<file path="config.mk">
export PLATFORM = sky130hd
export DESIGN_NAME = add_int_seq
export DESIGN_NICKNAME = d
export VERILOG_FILES = /design/src/rtl/add_int_pkg.sv /design/src/rtl/cla_64bits.sv /design/src/rtl/add_int_seq.sv
export SDC_FILE = /design/constraint.sdc
export NUM_CORES = 1
export LEC_CHECK = 0
export ABC_CLOCK_PERIOD_IN_PS = 8300
export CAP_MARGIN = 0
export CORE_MARGIN = 2
export CORE_UTILIZATION = 47
export DETAILED_ROUTE_END_ITERATION = 16
export PLACE_DENSITY = 0.72
export SKIP_LAST_GASP = 1
export SYNTH_ARGS = -nofsm -noshare
export SYNTH_HDL_FRONTEND = slang
export SYNTH_SLANG_ARGS = --single-unit
export TNS_END_PERCENT = 1
</file>
<file path="constraint.sdc">
create_clock -name clk -period 8.3 [get_ports clk]
set_clock_uncertainty 0.15 [all_clocks]
set_input_delay 0.83 -clock clk [delete_from_list [all_inputs] [get_ports clk]]
set_output_delay 0.83 -clock clk [all_outputs]
set_load 0.02 [all_outputs]
</file>
<file path="src/rtl/add_int_pkg.sv">
// add_int_pkg: shared types, constants and carry-lookahead helpers for the
// sequential multi-limb adder and its 64-bit lookahead adder.
package add_int_pkg;

    localparam int unsigned LIMB_W = 64;

    typedef enum logic [1:0] {
        IDLE,
        RUN,
        DONE
    } state_e;

    // Limb index width; a single-limb build still keeps a 1-bit index.
    function automatic int unsigned idx_width(input int unsigned limbs);
        return (limbs > 1) ? $clog2(limbs) : 1;
    endfunction

    // Carries into each of four positions given generate/propagate and carry-in.
    function automatic logic [3:0] cla4_carry(
        input logic [3:0] g,
        input logic [3:0] p,
        input logic       cin
    );
        logic [3:0] c;
        c[0] = cin;
        c[1] = g[0] | (p[0] & cin);
        c[2] = g[1] | (p[1] & g[0]) | (p[1] & p[0] & cin);
        c[3] = g[2] | (p[2] & g[1]) | (p[2] & p[1] & g[0]) | (p[2] & p[1] & p[0] & cin);
        return c;
    endfunction

    // Group generate of a four-wide slice.
    function automatic logic cla4_gen(
        input logic [3:0] g,
        input logic [3:0] p
    );
        return g[3] | (p[3] & g[2]) | (p[3] & p[2] & g[1]) | (p[3] & p[2] & p[1] & g[0]);
    endfunction

endpackage

</file>
<file path="src/rtl/cla_64bits.sv">
// cla_64bits: three-level 64-bit carry-lookahead adder (4-bit groups, 16-bit
// sections, full word). Exposes the block generate/propagate so the caller
// forms the carry-out itself.
module cla_64bits
    import add_int_pkg::*;
(
    input  logic [LIMB_W-1:0] a,
    input  logic [LIMB_W-1:0] b,
    input  logic              cin,
    output logic [LIMB_W-1:0] s,
    output logic              gm,
    output logic              pm
);

    logic [LIMB_W-1:0] g;
    logic [LIMB_W-1:0] p;
    logic [LIMB_W-1:0] c;
    logic [15:0]       g1;
    logic [15:0]       p1;
    logic [15:0]       c1;
    logic [3:0]        g2;
    logic [3:0]        p2;
    logic [3:0]        c2;

    // Bit, group and section generate/propagate, then carries pushed back down.
    always_comb begin
        g = a & b;
        p = a ^ b;
        for (int unsigned i = 0; i < 16; i++) begin
            g1[i] = cla4_gen(g[4*i +: 4], p[4*i +: 4]);
            p1[i] = &p[4*i +: 4];
        end
        for (int unsigned j = 0; j < 4; j++) begin
            g2[j] = cla4_gen(g1[4*j +: 4], p1[4*j +: 4]);
            p2[j] = &p1[4*j +: 4];
        end
        gm = cla4_gen(g2, p2);
        pm = &p2;
        c2 = cla4_carry(g2, p2, cin);
        for (int unsigned j = 0; j < 4; j++) begin
            c1[4*j +: 4] = cla4_carry(g1[4*j +: 4], p1[4*j +: 4], c2[j]);
        end
        for (int unsigned i = 0; i < 16; i++) begin
            c[4*i +: 4] = cla4_carry(g[4*i +: 4], p[4*i +: 4], c1[i]);
        end
        s = p ^ c;
    end

endmodule

</file>
<file path="src/rtl/add_int_seq.sv">
// add_int_seq: sequential multi-precision adder/subtractor, one 64-bit limb
// per cycle through a single cla_64bits, carry chained in a register.
// Define ADD_INT_SEQ_OVF_EN to add the registered signed-overflow output out_ovf.
module add_int_seq
    import add_int_pkg::*;
#(
    parameter int unsigned LIMBS = 2
) (
    input  logic                    clk,
    input  logic                    rst,
    input  logic                    in_valid,
    output logic                    in_ready,
    input  logic                    in_sub,
    input  logic [LIMB_W*LIMBS-1:0] in_a,
    input  logic [LIMB_W*LIMBS-1:0] in_b,
    output logic                    out_valid,
    input  logic                    out_ready,
    output logic [LIMB_W*LIMBS-1:0] out_s,
    output logic                    out_cout
`ifdef ADD_INT_SEQ_OVF_EN
    ,
    output logic                    out_ovf
`endif
);

    localparam int unsigned       IDX_W    = idx_width(LIMBS);
    localparam logic [IDX_W-1:0]  LAST_IDX = IDX_W'(LIMBS - 1);

    state_e                         state_q;
    state_e                         state_d;
    logic [LIMBS-1:0][LIMB_W-1:0]   a_q;
    logic [LIMBS-1:0][LIMB_W-1:0]   a_d;
    logic [LIMBS-1:0][LIMB_W-1:0]   b_q;
    logic [LIMBS-1:0][LIMB_W-1:0]   b_d;
    logic [LIMBS-1:0][LIMB_W-1:0]   s_q;
    logic [LIMBS-1:0][LIMB_W-1:0]   s_d;
    logic                           carry_q;
    logic                           carry_d;
    logic [IDX_W-1:0]               idx_q;
    logic [IDX_W-1:0]               idx_d;
`ifdef ADD_INT_SEQ_OVF_EN
    logic                           ovf_q;
    logic                           ovf_d;
`endif

    logic [LIMB_W-1:0]              limb_a;
    logic [LIMB_W-1:0]              limb_b;
    logic [LIMB_W-1:0]              limb_s;
    logic                           gm;
    logic                           pm;

    // Limb select: decoded mux on idx_q, operand registers stay in place.
    always_comb begin
        limb_a = '0;
        limb_b = '0;
        for (int unsigned k = 0; k < LIMBS; k++) begin
            if (idx_q == IDX_W'(k)) begin
                limb_a = a_q[k];
                limb_b = b_q[k];
            end
        end
    end

    cla_64bits u_cla (
        .a   (limb_a),
        .b   (limb_b),
        .cin (carry_q),
        .s   (limb_s),
        .gm  (gm),
        .pm  (pm)
    );

    // Next-state: accept in IDLE, one limb per RUN cycle, hold in DONE until consumed.
    always_comb begin
        state_d = state_q;
        a_d     = a_q;
        b_d     = b_q;
        s_d     = s_q;
        carry_d = carry_q;
        idx_d   = idx_q;
`ifdef ADD_INT_SEQ_OVF_EN
        ovf_d   = ovf_q;
`endif
        case (state_q)
            IDLE: begin
                if (in_valid) begin
                    a_d     = in_a;
                    b_d     = in_sub ? ~in_b : in_b;
                    carry_d = in_sub;
                    idx_d   = '0;
                    state_d = RUN;
                end
            end
            RUN: begin
                for (int unsigned k = 0; k < LIMBS; k++) begin
                    if (idx_q == IDX_W'(k)) begin
                        s_d[k] = limb_s;
                    end
                end
                carry_d = gm | (pm & carry_q);
                idx_d   = idx_q + 1'b1;
                if (idx_q == LAST_IDX) begin
                    state_d = DONE;
`ifdef ADD_INT_SEQ_OVF_EN
                    ovf_d   = (limb_a[LIMB_W-1] == limb_b[LIMB_W-1]) &&
                              (limb_s[LIMB_W-1] != limb_a[LIMB_W-1]);
`endif
                end
            end
            DONE: begin
                if (out_ready) begin
                    state_d = IDLE;
                end
            end
            default: begin
                state_d = IDLE;
            end
        endcase
    end

    // State and datapath registers with synchronous reset.
    always_ff @(posedge clk) begin
        if (rst) begin
            state_q <= IDLE;
            a_q     <= '0;
            b_q     <= '0;
            s_q     <= '0;
            carry_q <= 1'b0;
            idx_q   <= '0;
`ifdef ADD_INT_SEQ_OVF_EN
            ovf_q   <= 1'b0;
`endif
        end else begin
            state_q <= state_d;
            a_q     <= a_d;
            b_q     <= b_d;
            s_q     <= s_d;
            carry_q <= carry_d;
            idx_q   <= idx_d;
`ifdef ADD_INT_SEQ_OVF_EN
            ovf_q   <= ovf_d;
`endif
        end
    end

    // Handshakes from state; results are only visible while DONE, so a
    // partially built sum never reaches the port.
    always_comb begin
        in_ready  = (state_q == IDLE);
        out_valid = (state_q == DONE);
        out_s     = (state_q == DONE) ? s_q : '0;
        out_cout  = (state_q == DONE) & carry_q;
`ifdef ADD_INT_SEQ_OVF_EN
        out_ovf   = (state_q == DONE) & ovf_q;
`endif
    end

endmodule

</file>
==> impl_results.md, run 1 <==
- CTS tree: done
- Core box area: 41900 um^2
- Req. time, crit path: 8.59 ns
- Final number of setup-violating endpoints: 0
- Fillers: 3640
- DP HPWL: between 40000 and 50000 um
- Max_cap viols: 0
- Routability cong.: 0.866
- Mapped Area: 20000 um^2
- Slew headroom: 0.133
- Worst-case clock buffer depth: 3
- Routed wire per std cell: 18.5 um
- Setup TNS: 0 ns
- Asr flop ratio synth: 0
- Global-route usage over all layers: 0.260
- Drt pass-1 iters: 5
- WHS: 0.299 ns
- Post-synthesis register bit count: just under 400
- Status: finished clean
- Num ports: 392
- Die area: 44200 um^2
- Leading area contributor after synthesis: dfxtp_1
- Residual DRC: 0
- Number of diodes: 0
- Largest net degree at the start of global routing: around 220
- Hold WC Path Type: reg -> reg
- Syn nets: 2703
- Final ANT Viol Nets: 0
- Synth warnings: 0
- Crit. Startpoint: idx_q
- Gate Count Post-Synth: 2362
- Worst IR Drop VDD: 0.138 mV
- Unrepaired setup endpoints after global routing: false
- Max-slew violation count: 0
- Hold_buf cts: 0
- First-pass GRT wire length: 92900 um
- Final WS setup: 3.13 ns
- Worst Tran Pin Value: 1.30 ns
- Root buf cell: clkbuf_16
- Most frequent cells in the layout: 397 x nand2_1, 389 x clkdlybuf4s50_1, 387 x dfxtp_1
- Leak: around 9.6 nW
- Final wirelength: a little under 60000 um
- Worst skew pair latency: 0.55 ns
- Worst EP arrival: 5.46 ns
- Dpl cells: 3115
- WS Path Type: reg -> reg
- Power Density: 196 nW/um^2
- Tmin final: about 5.2 ns
- Sequential-to-total area share from yosys stat: 0.388
- Cell area after layout: 25500 um^2
- Top cells by area, synth: dfxtp_1 39%, nand2_1 7.5%, mux2_2 7.1%
- Place WS: roughly 3.2 ns
- Total CTS buffers: 42
- Row count: 75
- Top FF cell, synth: dfxtp_1
- CTS H-tree depth: 2
- Die width: ~210 um
- Fmax: 194 MHz
- Crit end category: flop
- Number of global-route vias before repair: around 18000
- # nets final: 2961
- Starting density of the core: 0.477
- Mean post-synth cell area: 8.47 um^2
- Non-Filler Instances: 3192
- Final Hold Fails: 0
- PortBufs: 391
- Post-CTS setup buffers: 0
- Leading cell type in the layout, fill and taps excluded: nand2_1
- Crit share post-route: 0.623
- Min-delay src: s_q[42]
- Initial antenna violation count: 0
- Unique masters post-synth: 63
- Cts repair resizes: 0
- Height of the die: between 200 and 250 um
- Placed cell area: 24100 um^2
- Worst-path clk slew: 0.06 ns
- TritonCTS Sinks: 388
- Synth top area share: 0.388
- Vias per inst: 5.51
- Critical-path maximum fanout: 71
- P&R area growth vs syn: 27.6%
- Startpoint Class: flop
- Post-synth EDFFs: 0
- Via count: 17600
- Layout cells sized above 1: 0.0901
- 1st-iter DRT viols: 1073
- GR Overflow Total: 0
- FF-to-FF Start: idx_q
through the flow:
step	total power, mW	util
after CTS	5.05	0.609
after global placement	3.03	0.574
after floorplan	2.73	-
after detailed placement	3.06	0.574
after global routing	5.23	0.609
final	5.01	0.609
worst max-delay path, cell delays in order, from the launching register on:
cell and delay, ns:
dfxtp_4 0.99, buf_12 0.37, mux2_2 0.39, ha_1 0.42, nand2_1 0.07, o21ai_0 0.21
a21oi_1 0.15, o21ai_0 0.52, a21oi_1 0.29, a31oi_2 0.39, a31oi_1 0.25, or4_1 0.53
o311ai_1 0.09
where the power goes:
group / internal [mW] / switching (mW) / leakage [nW] / total, mW
Combinational: 0.428 / 0.508 / 5.65 / 0.936
Sequential: 2.00 / 0.0844 / 3.18 / 2.09
Clock: 1.20 / 0.783 / 0.720 / 1.98
Total: 3.63 / 1.38 / 9.55 / 5.01
area by class of cell:
| class | instances | area [um^2] | area share |
|---|---|---|---|
| inverters | 10 | 37.5 | 0.00147 |
| multi-input cells | 1776 | 11500 | 0.452 |
| flip-flops and latches | 388 | 7770 | 0.304 |
| clock inverters | 22 | 278 | 0.0109 |
| well taps | 539 | 674 | 0.0264 |
| repair buffers | 402 | 4040 | 0.158 |
| clock buffers | 55 | 1190 | 0.0466 |
registers in the layout, summed over array words and instances (netlist names):
name	cells
b_q	128
state_q	2
s_q	128
idx_q	1
carry_q	1
a_q	128
synth_stat cells (all sizes together), types with 10 or more instances:
cell,n
a211oi,166
a21o,20
a21oi,236
and2,133
buf,17
clkbuf,171
dfxtp,388
fa,16
ha,64
inv,10
mux2,126
nand2,400
nand2b,13
nand3,20
nand3b,30
nor2,185
nor3,14
nor3b,24
o211ai,16
o21ai,27
o311ai,10
or3,16
xnor2,147
layer usage:
| metal | track usage | share of wire |
|---|---|---|
| met1 | 0.317 | 0.42 |
| met2 | 0.463 | 0.50 |
| met3 | 0.0469 | 0.063 |
| met4 | 0.0817 | 0.026 |
| met5 | 0 | 0 |
cells by family (layout without fill, tap and decap cells):
group	after synthesis	after routing	synth area share
adder cells (fa/ha/maj)	80	80	0.0560
multiplexers	132	132	0.0739
AO/OA/AOI/OAI	527	527	0.170
XOR/XNOR	150	150	0.0656
buffers and inverters	198	489	0.0373
flip-flops	388	388	0.388
AND/OR/NAND/NOR	887	887	0.209
path summary, 6_finish.rpt:
| kind | endpoint | cells after the start | slack, ns |
|---|---|---|---|
| hold / removal | s_q[42] | 2 | 0.30 |
| hold reg to reg | s_q[42] | 2 | 0.30 |
| setup reg to reg | s_q[126] | 12 | 3.13 |
| setup / recovery | s_q[126] | 12 | 3.13 |
Power figures use the tool's default switching activity.
==> run 2: changes to the inputs <==
--- a/config.mk
+++ b/config.mk
@@ -5,7 +5,7 @@
 export SDC_FILE = /design/constraint.sdc
 export NUM_CORES = 1
 export LEC_CHECK = 0
-export ABC_CLOCK_PERIOD_IN_PS = 8300
+export ABC_CLOCK_PERIOD_IN_PS = 4900
 export CAP_MARGIN = 0
 export CORE_MARGIN = 2
 export CORE_UTILIZATION = 47
==> constraint.sdc (replaced) <==
create_clock -name clk -period 4.9 [get_ports clk]
set_clock_uncertainty 0.15 [all_clocks]
set_input_delay 0.49 -clock clk [delete_from_list [all_inputs] [get_ports clk]]
set_output_delay 0.49 -clock clk [all_outputs]
set_load 0.02 [all_outputs]
==> impl_results.md, run 2 (synthesis results as in run 1) <==
- Status: finished clean (unchanged)
- Final ANT Viol Nets: 0 (unchanged)
- Core box area: 41900 um^2 (unchanged)
- Flop2flop setup slack: 0.43 ns (was 3.13 ns)
- Root buf cell: clkbuf_16 (unchanged)
- Setup TNS: 0 ns (unchanged)
- Tot Pwr: 8.55 mW (was 5.01 mW)
- Worst IR Drop VDD: 0.224 mV (was 0.138 mV)
- Routability cong.: 0.869 (was 0.866)
- Crit share post-route: 0.912 (was 0.623)
- Row count: 75 (unchanged)
- Max-slew violation count: 0 (unchanged)
- Critical-path maximum fanout: 30 (was 71)
- Final wirelength: 58800 um (was 59000 um)
- Vias per inst: 5.50 (was 5.51)
- Cts repair resizes: 0 (unchanged)
- Tmin final: 4.47 ns (was 5.17 ns)
- WHS Path Cells: 2 (unchanged)
- Hold WC Path Type: reg -> reg (unchanged)
- Number of diodes: 0 (unchanged)
- Hold_buf cts: 0 (unchanged)
- Int Power: 6.22 mW (was 3.63 mW)
- Die area: 44200 um^2 (unchanged)
- Fillers: 3564 (was 3640)
- TritonCTS Sinks: 388 (unchanged)
- Global-route usage over all layers: 0.262 (was 0.260)
- CTS tree: done (unchanged)
- Leading cell type in the layout, fill and taps excluded: nand2_1 (unchanged)
- First-pass GRT wire length: 92900 um (about the same)
- Final Hold Fails: 0 (unchanged)
- PortBufs: 391 (unchanged)
- Max_cap viols: 0 (unchanged)
- CP max-delay cell: dfxtp_4 (unchanged)
- Max stage delay on crit path: 0.56 ns (was 0.99 ns)
- Cell chain of the critical path: buf_12 > buf_4 > mux2_2 > ha_1 > a21oi_1 > o21ai_0 > a21oi_2 > a21oi_1 > o21ai_0 > nand2_1 > a31oi_2 > inv_1 > fa_1 > xnor2_1 > a211oi_1 (was buf_12 > mux2_2 > ha_1 > nand2_1 > o21ai_0 > a21oi_1 > o21ai_0 > a21oi_1 > a31oi_2 > a31oi_1 > or4_1 > o311ai_1)
- Total CTS buffers: 42 (unchanged)
- Hold Path Sink: a_q[77] (was s_q[42])
- Layout cells sized above 1: 0.0943 (was 0.0901)
- Final number of setup-violating endpoints: 0 (unchanged)
- Worst-path clk slew: 0.06 ns (about the same)
- Power Density: 332 nW/um^2 (was 196 nW/um^2)
- Number of global-route vias before repair: 17600 (was 17800)
- Num ports: 392 (unchanged)
- Worst skew pair latency: 0.56 ns (was 0.55 ns)
- Worst EP arrival: 4.78 ns (was 5.46 ns)
- Net Sw Power: 2.32 mW (was 1.38 mW)
- Final core occ: 0.613 (was 0.609)
- Req. time, crit path: 5.21 ns (was 8.59 ns)
- Unrepaired setup endpoints after global routing: false (unchanged)
- # nets final: 2974 (was 2961)
- Routed wire per std cell: 18.4 um (was 18.5 um)
- DP HPWL: 41100 um (was 40400 um)
- Crit end category: flop (unchanged)
- R2R cell count: 15 (was 12)
- Largest regs: a_q: 128 flops, b_q: 128 flops, s_q: 128 flops (unchanged)
- Drt pass-1 iters: 5 (unchanged)
- Residual DRC: 0 (unchanged)
- Non-Filler Instances: 3201 (was 3192)
- CTS H-tree depth: 2 (unchanged)
- Sw Ratio: 0.272 (was 0.275)
- Startpoint Class: flop (unchanged)
- Initial antenna violation count: 3 (was 0)
- FF-to-FF Start: idx_q (unchanged)
- Dpl cells: 3128 (was 3115)
- Height of the die: 210 um (unchanged)
- WS Path Type: reg -> reg (unchanged)
- Worst Tran Pin Value: 0.994 ns (was 1.30 ns)
- Die width: 210 um (unchanged)
- GR Overflow Total: 0 (unchanged)
- Post-CTS setup buffers: 0 (unchanged)
- Most frequent cells in the layout: 397 x nand2_1, 389 x clkdlybuf4s50_1, 387 x dfxtp_1 (unchanged)
- Via count: 17600 (about the same)
- Min-delay src: a_q[77] (was s_q[42])
- Worst-case clock buffer depth: 3 (unchanged)
- P&R area growth vs syn: 28.6% (was 27.6%)
- Sequential fraction of design power: 0.412 (was 0.417)
- Clock Power Share: 0.399 (was 0.396)
- Starting density of the core: 0.477 (unchanged)
- Fmax: 224 MHz (was 194 MHz)
- Leak: 9.64 nW (was 9.55 nW)
- Largest net degree at the start of global routing: 163 (was 222)
- Slew headroom: 0.337 (was 0.133)
- RR Endpoint: s_q[29] (was s_q[126])
- 1st-iter DRT viols: 1156 (was 1073)
- Comb power frac: 0.188 (was 0.187)
[run 2: worst max-delay path, delay by kind of cell (launching register included)]
family,cells,cell delay [ns]
AOI/OAI and AO/OA,7,1.60
adders and majority gates,2,0.80
buffers and inverters,3,0.55
xor gates and xnor gates,1,0.15
muxes,1,0.34
and+or+nand+nor,1,0.19
DFF,1,0.56
[run 2: worst max-delay path by stage]
stage	start	to	cells after the start
final	idx_q	s_q[29]	15
after global routing	idx_q	s_q[29]	15
after CTS	idx_q	s_q[29]	15
after detailed placement	idx_q	s_q[29]	15
after global placement	idx_q	s_q[29]	15
after floorplan	idx_q	s_q[53]	17
[run 2: stage by stage]
step | hold slack (ns) | instance area [um^2] | setup WS [ns]
CTS | 0.299 | 25700 | 0.283
finish | 0.303 | 25700 | 0.431
floorplan | 0.282 | 20000 | 0.793
global route | 0.316 | 25700 | 0.0648
global placement | 0.288 | 24200 | 0.493
detailed placement | 0.295 | 24200 | 0.321
[run 2: metal layers]
metal | track usage | vias up | share of wire | routed length [um]
met1 | 0.328 | 8314 | 0.42 | 25000
met4 | 0.0814 | 2 | 0.028 | 1640
met5 | 0 | - | 0.00012 | 7
met3 | 0.0535 | 107 | 0.066 | 3860
met2 | 0.453 | 468 | 0.48 | 28300
li1 | - | 8707 | - | -
[run 2: power by group through the flow]
stage | logic [mW] | registers, mW | clock network (mW)
finish | 1.61 | 3.53 | 3.41
global route | 1.78 | 3.55 | 3.59
CTS | 1.62 | 3.53 | 3.46
detailed placement | 1.61 | 3.59 | 0
global placement | 1.57 | 3.59 | 0
floorplan | 1.09 | 3.54 | 0
[run 2: cell type report]
class	instances	area, um^2	area share
flip-flops and latches	388	7770	0.302
repair buffers	415	4200	0.163
clock inverters	14	209	0.00812
multi-input cells	1776	11500	0.449
clock buffers	59	1290	0.0501
well taps	539	674	0.0262
inverters	10	37.5	0.00146
